`src/rtl/vec_issue_ctrl_pkg.sv`:
```
// Shared pipeline definitions: issue FSM encoding (also decoded by the
// ID/EXE register) and the default element counter width.
package vec_issue_ctrl_pkg;

    localparam int unsigned CNT_W = 5;

    typedef enum logic [1:0] {
        ST_IDLE  = 2'd0,
        ST_VEC   = 2'd1,
        ST_STALL = 2'd2,
        ST_FLUSH = 2'd3
    } issue_state_e;

endpackage

```
`src/rtl/vec_issue_ctrl_if.sv`:
```
// ID-stage issue bundle: decoded instruction and EXE feedback in,
// pipeline enables/flushes and issue tags out.
interface vec_issue_ctrl_if #(
    parameter int unsigned CNT_W = vec_issue_ctrl_pkg::CNT_W
);

    logic             id_valid;
    logic             id_is_vec;
    logic [4:0]       id_rs_addr;
    logic [4:0]       id_rt_addr;
    logic             exe_memtoreg;
    logic [4:0]       exe_rt_addr;
    logic             exe_branch_taken;

    logic             pc_en;
    logic             ifid_en;
    logic             ifid_flush;
    logic             idexe_flush;
    logic [1:0]       issue_state;
    logic [CNT_W-1:0] issue_cnt;
    logic             vec_done;
    logic             vec_abort;
    logic [15:0]      stall_cycles;

    // Pipeline side: presents ID/EXE status, consumes controls.
    modport master (
        output id_valid, id_is_vec, id_rs_addr, id_rt_addr,
               exe_memtoreg, exe_rt_addr, exe_branch_taken,
        input  pc_en, ifid_en, ifid_flush, idexe_flush,
               issue_state, issue_cnt, vec_done, vec_abort, stall_cycles
    );

    // Controller side.
    modport slave (
        input  id_valid, id_is_vec, id_rs_addr, id_rt_addr,
               exe_memtoreg, exe_rt_addr, exe_branch_taken,
        output pc_en, ifid_en, ifid_flush, idexe_flush,
               issue_state, issue_cnt, vec_done, vec_abort, stall_cycles
    );

endinterface

```
`src/rtl/vec_issue_ctrl_load_use_detect.sv`:
```
// Load-use hazard: ID reads a register that the load now in EXE will write.
// r0 is hard-wired zero and never creates a dependency.
module load_use_detect (
    input  logic       id_valid,
    input  logic [4:0] id_rs_addr,
    input  logic [4:0] id_rt_addr,
    input  logic       exe_memtoreg,
    input  logic [4:0] exe_rt_addr,
    output logic       hazard
);

    // Register compare against the EXE load destination.
    always_comb begin
        hazard = id_valid && exe_memtoreg && (exe_rt_addr != 5'd0) &&
                 ((exe_rt_addr == id_rs_addr) || (exe_rt_addr == id_rt_addr));
    end

endmodule

```
`src/rtl/vec_issue_ctrl.sv`:
```
// ID-stage issue controller: branch flush, load-use stall and multi-element
// vector sequencing (instruction held in ID while one element issues per cycle).
module vec_issue_ctrl #(
    parameter int unsigned VLEN  = 16,
    parameter int unsigned CNT_W = vec_issue_ctrl_pkg::CNT_W
) (
    input  logic            clk,
    input  logic            rst_n,
    vec_issue_ctrl_if.slave ifc
);

    import vec_issue_ctrl_pkg::*;

    localparam logic [CNT_W-1:0] LAST_ELEM = CNT_W'(VLEN - 1);
    localparam logic [CNT_W-1:0] ONE       = CNT_W'(1);

    issue_state_e     state_q, state_d;
    logic [CNT_W-1:0] cnt_q, cnt_d;
    logic [15:0]      stall_q;
    // High from reset until the first clock edge: outputs sit at their
    // reset values even after rst_n releases, since they are combinational.
    logic             boot_q;
    logic             hazard;

    logic pc_en, ifid_en, ifid_flush, idexe_flush, vec_done, vec_abort;

    load_use_detect u_load_use_detect (
        .id_valid     (ifc.id_valid),
        .id_rs_addr   (ifc.id_rs_addr),
        .id_rt_addr   (ifc.id_rt_addr),
        .exe_memtoreg (ifc.exe_memtoreg),
        .exe_rt_addr  (ifc.exe_rt_addr),
        .hazard       (hazard)
    );

    // State, element counter and post-reset hold flag.
    always_ff @(posedge clk or negedge rst_n) begin
        if (!rst_n) begin
            state_q <= ST_IDLE;
            cnt_q   <= '0;
            boot_q  <= 1'b1;
        end else begin
            state_q <= state_d;
            cnt_q   <= cnt_d;
            boot_q  <= 1'b0;
        end
    end

    // Saturating count of cycles in which the PC is held.
    always_ff @(posedge clk or negedge rst_n) begin
        if (!rst_n) begin
            stall_q <= '0;
        end else if (!boot_q && !pc_en && (stall_q != 16'hFFFF)) begin
            stall_q <= stall_q + 16'd1;
        end
    end

    // Next state and pipeline controls; branch > hazard > vector accept.
    always_comb begin
        state_d     = state_q;
        cnt_d       = cnt_q;
        pc_en       = 1'b1;
        ifid_en     = 1'b1;
        ifid_flush  = 1'b0;
        idexe_flush = 1'b0;
        vec_done    = 1'b0;
        vec_abort   = 1'b0;

        if (boot_q) begin
            pc_en       = 1'b0;
            ifid_en     = 1'b0;
            ifid_flush  = 1'b1;
            idexe_flush = 1'b1;
            state_d     = ST_IDLE;
            cnt_d       = '0;
        end else if (ifc.exe_branch_taken) begin
            ifid_flush  = 1'b1;
            idexe_flush = 1'b1;
            vec_abort   = (state_q == ST_VEC);
            state_d     = ST_FLUSH;
            cnt_d       = '0;
        end else begin
            unique case (state_q)
                ST_FLUSH: begin
                    idexe_flush = 1'b1;
                    state_d     = ST_IDLE;
                    cnt_d       = '0;
                end
                ST_VEC: begin
                    if (cnt_q == LAST_ELEM) begin
                        vec_done = 1'b1;
                        state_d  = ST_IDLE;
                        cnt_d    = '0;
                    end else begin
                        pc_en   = 1'b0;
                        ifid_en = 1'b0;
                        cnt_d   = cnt_q + ONE;
                    end
                end
                default: begin
                    // STALL is IDLE with the hazard check masked, so the
                    // re-examined instruction cannot stall twice.
                    state_d = ST_IDLE;
                    if ((state_q == ST_IDLE) && hazard) begin
                        pc_en       = 1'b0;
                        ifid_en     = 1'b0;
                        idexe_flush = 1'b1;
                        state_d     = ST_STALL;
                    end else if (ifc.id_valid && ifc.id_is_vec) begin
                        if (VLEN > 1) begin
                            pc_en   = 1'b0;
                            ifid_en = 1'b0;
                            state_d = ST_VEC;
                            cnt_d   = ONE;
                        end else begin
                            vec_done = 1'b1;
                        end
                    end
                end
            endcase
        end
    end

    // Drive the interface.
    always_comb begin
        ifc.pc_en        = pc_en;
        ifc.ifid_en      = ifid_en;
        ifc.ifid_flush   = ifid_flush;
        ifc.idexe_flush  = idexe_flush;
        ifc.vec_done     = vec_done;
        ifc.vec_abort    = vec_abort;
        ifc.issue_state  = state_q;
        ifc.issue_cnt    = cnt_q;
        ifc.stall_cycles = stall_q;
    end

endmodule

```
`src/flat_wrapper.sv`:
```
// flat-port wrapper written by rule: the top's interface ports become plain ports
module vec_issue_ctrl_flat import vec_issue_ctrl_pkg::*;
#(
    parameter int unsigned VLEN  = 16,
    parameter int unsigned CNT_W = vec_issue_ctrl_pkg::CNT_W
)
  (clk, rst_n, ifc_id_valid, ifc_id_is_vec, ifc_id_rs_addr, ifc_id_rt_addr, ifc_exe_memtoreg, ifc_exe_rt_addr, ifc_exe_branch_taken, ifc_pc_en, ifc_ifid_en, ifc_ifid_flush, ifc_idexe_flush, ifc_issue_state, ifc_issue_cnt, ifc_vec_done, ifc_vec_abort, ifc_stall_cycles);
  vec_issue_ctrl_if #(.CNT_W(CNT_W)) ifc_i ();
  input  logic clk;
  input  logic rst_n;
  input wire logic [$bits(ifc_i.id_valid)-1:0] ifc_id_valid;
  input wire logic [$bits(ifc_i.id_is_vec)-1:0] ifc_id_is_vec;
  input wire logic [$bits(ifc_i.id_rs_addr)-1:0] ifc_id_rs_addr;
  input wire logic [$bits(ifc_i.id_rt_addr)-1:0] ifc_id_rt_addr;
  input wire logic [$bits(ifc_i.exe_memtoreg)-1:0] ifc_exe_memtoreg;
  input wire logic [$bits(ifc_i.exe_rt_addr)-1:0] ifc_exe_rt_addr;
  input wire logic [$bits(ifc_i.exe_branch_taken)-1:0] ifc_exe_branch_taken;
  output wire logic [$bits(ifc_i.pc_en)-1:0] ifc_pc_en;
  output wire logic [$bits(ifc_i.ifid_en)-1:0] ifc_ifid_en;
  output wire logic [$bits(ifc_i.ifid_flush)-1:0] ifc_ifid_flush;
  output wire logic [$bits(ifc_i.idexe_flush)-1:0] ifc_idexe_flush;
  output wire logic [$bits(ifc_i.issue_state)-1:0] ifc_issue_state;
  output wire logic [$bits(ifc_i.issue_cnt)-1:0] ifc_issue_cnt;
  output wire logic [$bits(ifc_i.vec_done)-1:0] ifc_vec_done;
  output wire logic [$bits(ifc_i.vec_abort)-1:0] ifc_vec_abort;
  output wire logic [$bits(ifc_i.stall_cycles)-1:0] ifc_stall_cycles;
  assign ifc_i.id_valid = ifc_id_valid;
  assign ifc_i.id_is_vec = ifc_id_is_vec;
  assign ifc_i.id_rs_addr = ifc_id_rs_addr;
  assign ifc_i.id_rt_addr = ifc_id_rt_addr;
  assign ifc_i.exe_memtoreg = ifc_exe_memtoreg;
  assign ifc_i.exe_rt_addr = ifc_exe_rt_addr;
  assign ifc_i.exe_branch_taken = ifc_exe_branch_taken;
  assign ifc_pc_en = ifc_i.pc_en;
  assign ifc_ifid_en = ifc_i.ifid_en;
  assign ifc_ifid_flush = ifc_i.ifid_flush;
  assign ifc_idexe_flush = ifc_i.idexe_flush;
  assign ifc_issue_state = ifc_i.issue_state;
  assign ifc_issue_cnt = ifc_i.issue_cnt;
  assign ifc_vec_done = ifc_i.vec_done;
  assign ifc_vec_abort = ifc_i.vec_abort;
  assign ifc_stall_cycles = ifc_i.stall_cycles;
  vec_issue_ctrl #(.VLEN(VLEN), .CNT_W(CNT_W)) u_core (.clk(clk), .rst_n(rst_n), .ifc(ifc_i));
endmodule
```
`config.mk`:
```
export PLATFORM = sky130hd
export DESIGN_NAME = vec_issue_ctrl_flat
export DESIGN_NICKNAME = d
export VERILOG_FILES = /design/src/rtl/vec_issue_ctrl_pkg.sv /design/src/rtl/vec_issue_ctrl_if.sv /design/src/rtl/vec_issue_ctrl_load_use_detect.sv /design/src/rtl/vec_issue_ctrl.sv /design/src/flat_wrapper.sv
export SDC_FILE = /design/constraint.sdc
export NUM_CORES = 1
export LEC_CHECK = 0
export ABC_AREA = 1
export BUFFER_PORTS_ARGS = -buffer_cell sky130_fd_sc_hd__buf_2
export CORE_UTILIZATION = 45
export DETAILED_ROUTE_END_ITERATION = 7
export GPL_TIMING_DRIVEN = 0
export PLACE_DENSITY = 0.71
export SKIP_LAST_GASP = 1
export SYNTH_ARGS = -nofsm -noshare
export SYNTH_HDL_FRONTEND = slang
export SYNTH_SLANG_ARGS = --single-unit
```
`constraint.sdc`:
```
create_clock -name clk -period 2.4 [get_ports clk]
set_clock_uncertainty 0.15 [all_clocks]
set_input_delay 0.12 -clock clk [delete_from_list [all_inputs] [get_ports clk]]
set_output_delay 0.12 -clock clk [all_outputs]
set_load 0.01 [all_outputs]
```
==> impl_metrics.env <==
export IMPL_netlist_area_um2=1670
export IMPL_n_antenna_cell=0
export IMPL_worst_pin_slew_ps=549
export IMPL_syn_avg_cell_area_um2=7.00
export IMPL_synth_area_leader_cell="dfrtp_1"
export IMPL_yosys_warnings=0
export IMPL_path_cells="ha_1 > nand3_1 > nor2_2 > nor2_1 > nor2_2 > nand2_4 > a21oi_2 > buf_4 > buf_2"
export IMPL_vias=1671
export IMPL_grt_antenna_before_repair=0
export IMPL_drv_cap=0
export IMPL_drt_total_wl_mm=3.79
export IMPL_remaining_drc_errors=0
export IMPL_gp_congestion=0.840
export IMPL_cellPowerDensity_nw_per_um2=484
export IMPL_ir_worst_vdd_mv=0.439
export IMPL_area_delta_synth_final_pct=22.7
export IMPL_status="completed"
export IMPL_ant_nets=0
export IMPL_drive_above_1_share_pct=25.3
export IMPL_wl_per_cell_um=11.2
export IMPL_yosysUniqueCellTypes=27
export IMPL_grtUsageTotal_pct=21.0
export IMPL_critPathMostFrequentCell="nor2_2"
export IMPL_required_ps=2130
export IMPL_drtPass1Iterations=4
export IMPL_port_buffers=49
export IMPL_setup_ws_ps=223
export IMPL_pre_cts_slack_ps=239
export IMPL_hp_start="ifc_exe_branch_taken"
export IMPL_design_area_um2=2050
export IMPL_critPathMaxFanout=19
export IMPL_die_y_um=63.0
export IMPL_final_setup_tns_ps=0
export IMPL_path_clk_slew_ps=80
export IMPL_leakagePower_nw=1.15
export IMPL_seqPwrFrac_pct=48.6
export IMPL_r2r_start="u_core.ifc.stall_cycles[0]"
export IMPL_synth_edf_count=0
export IMPL_synth_cells=239
export IMPL_cp_num_buf_inv=2
export IMPL_grt_ovfl_total=0
export IMPL_cts_buffers=3
export IMPL_htreeDepth=1
export IMPL_io_pins=50
export IMPL_fin_nets=317
export IMPL_drtIter0Drc=52
export IMPL_period_minus_slack_ps=2180
export IMPL_max_slew_margin_rel_pct=63.4
export IMPL_worstSetupEndpointType="output pin"
export IMPL_core_area_um2=3440
export IMPL_yosysTopAreaCellShare_pct=34.4
export IMPL_startpoint_type="register"
export IMPL_place_area_um2=1980
export IMPL_initial_core_util_pct=48.6
export IMPL_ctsRootBufferMaster="clkbuf_8"
export IMPL_row_count=21
export IMPL_cts_sinks=24
export IMPL_combPwrFrac_pct=22.7
export IMPL_cp_slowest_cell="dfrtp_1"
export IMPL_die_x_um=63.0
export IMPL_vias_per_cell=4.93
export IMPL_grt_pass1_vias=1511
export IMPL_cpLargestDelayFamily="simple AND/OR/NAND/NOR gates"
export IMPL_grt_max_degree=25
export IMPL_clockPowerShare_pct=28.7
export IMPL_fin_crit_sh_pct=90.7
export IMPL_synthFlopType="dfrtp_1"
export IMPL_mappedNetlistNets=262
export IMPL_power_w=0.000993
export IMPL_rsz0062_at_grt="false"
export IMPL_die_area_um2=3970
export IMPL_yosys_top_cells_area="dfrtp_1 (34%), nand2_1 (18%), nand4_1 (7.1%)"
export IMPL_cts_path_max_buffers=2
export IMPL_place_hpwl_mm=2.91
export IMPL_fmax_mhz=459
export IMPL_grt_pass1_wl_mm=6.66
export IMPL_final_max_slew_viol_count=0
export IMPL_cp_slowest_stage_delay_ps=390
export IMPL_sw_frac_of_total_pct=31.8
export IMPL_crit_path_start="u_core.ifc.issue_cnt[1]"
export IMPL_p_switching_w=0.000316
export IMPL_arrival_ps=1910
export IMPL_synth_seq_cells=24
export IMPL_hold_viol=0
export IMPL_yosysSeqAreaShare_pct=36.0
export IMPL_clock_latency_ps=280
export IMPL_async_flop_share_pct=100
export IMPL_setup_viol=0
export IMPL_crit_type="register to output pin"
export IMPL_hp_class="primary input to register"
export IMPL_p_int_w=0.000677
export IMPL_cts_tree="yes"
[through the flow]
stage	utilization (%)	std cells	hold slack (ps)
after global routing	59.6	339	77.4
final	59.6	339	49.4
after detailed placement	57.4	334	-4.49
after global placement	57.4	334	-2.33
after floorplan	-	239	-326
after CTS	59.6	340	31.6
[synthesized netlist by cell type (3+ instances only)]
| master | number |
|---|---|
| a21oi_1 | 3 |
| buf_2 | 3 |
| dfrtp_1 | 23 |
| inv_1 | 26 |
| inv_2 | 4 |
| nand2_1 | 81 |
| nand3_1 | 12 |
| nand4_1 | 19 |
| nor2_1 | 23 |
| nor3_1 | 8 |
| xnor2_1 | 8 |
| xor2_1 | 8 |
[registers in the layout, indices dropped and copies added, names as in the netlist]
name / cells
u_core.boot_q: 1
u_core.ifc.issue_cnt: 5
u_core.ifc.issue_state: 2
u_core.ifc.stall_cycles: 16
[path summary, 6_finish.rpt]
| kind | to | slack, ps | cells after the start |
|---|---|---|---|
| setup / recovery | ifc_pc_en | 220 | 9 |
| hold / removal | u_core.ifc.issue_cnt[0] | 50 | 4 |
| setup reg to reg | u_core.ifc.stall_cycles[9] | 460 | 9 |
| hold reg to reg | u_core.ifc.stall_cycles[15] | 370 | 2 |
| max in group asynchronous | u_core.boot_q | 1510 | 2 |
| min in group asynchronous | u_core.ifc.stall_cycles[10] | 220 | 2 |
[metal layers]
metal	routed length, µm	share of wire, %	GRT usage (%)	vias to the layer above
met3	166	4.4	4.01	5
li1	-	-	-	872
met1	1810	48	28.1	758
met4	41	1.1	7.56	0
met2	1780	47	33.3	36
met5	0	0	0	-
[worst reg2reg max path, cell delays in order, from the launching register on]
cell and delay [ps]:
dfrtp_1 440, ha_1 230, nand3_2 140, nor2_4 150, nand2_2 100, nor2_4 110, nand3_4 130, buf_2 230
nand4_1 110, nand2_1 60
[cell families (layout without fill, tap and decap cells)]
| group | after synthesis | in the layout | share of synthesized area (%) |
|---|---|---|---|
| flip-flops | 24 | 24 | 36.0 |
| AND/OR/NAND/NOR | 152 | 152 | 42.3 |
| adder cells (fa/ha/maj) | 2 | 2 | 1.50 |
| buffers and inverters | 36 | 90 | 8.97 |
| other | 1 | 1 | 0.224 |
| AO/OA/AOI/OAI | 8 | 8 | 2.69 |
| XOR/XNOR | 16 | 16 | 8.38 |
[layout by cell type (no fill, tap or decap), types with 2 or more instances in the layout]
cell type / n
nand2_1: 81
buf_2: 51
inv_1: 26
dfrtp_1: 23
nor2_1: 21
nand4_1: 19
nand3_1: 12
xnor2_1: 8
nor3_1: 8
xor2_1: 8
inv_2: 4
clkbuf_8: 4
nand2_2: 2
nor2_2: 2
nor2_4: 2
nand3_4: 2
a31oi_1: 2
o21ai_0: 2
a21oi_1: 2
ha_1: 2
buf_4: 2
[repair_timing]
| action | in CTS | in global routing |
|---|---|---|
| resized for setup | 1 | 2 |
| endpoints found under the setup margin | 1 | 2 |
| hold buffers | 1 | 0 |
| setup buffers | 1 | 0 |
| endpoints found under the hold margin | 23 | 0 |
[power by group through the flow]
| stage | sequential (W) | combinational (W) | clock [W] |
|---|---|---|---|
| after floorplan | 0.000500 | 0.000122 | 0 |
| after global placement | 0.000490 | 0.000221 | 0 |
| after detailed placement | 0.000492 | 0.000224 | 0 |
| after CTS | 0.000483 | 0.000229 | 0.000293 |
| after global routing | 0.000490 | 0.000256 | 0.000307 |
| final | 0.000483 | 0.000225 | 0.000285 |
[layout make-up]
type | instances | area [µm²]
clock buffer | 4 | 55.1
buffer | 5 | 32.5
fill | 340 | 1390
tap | 46 | 57.6
timing repair buffer | 51 | 263
multi-input combinational | 179 | 930
sequential | 24 | 602
inverter | 30 | 113
(Power assumes the default switching activity.)
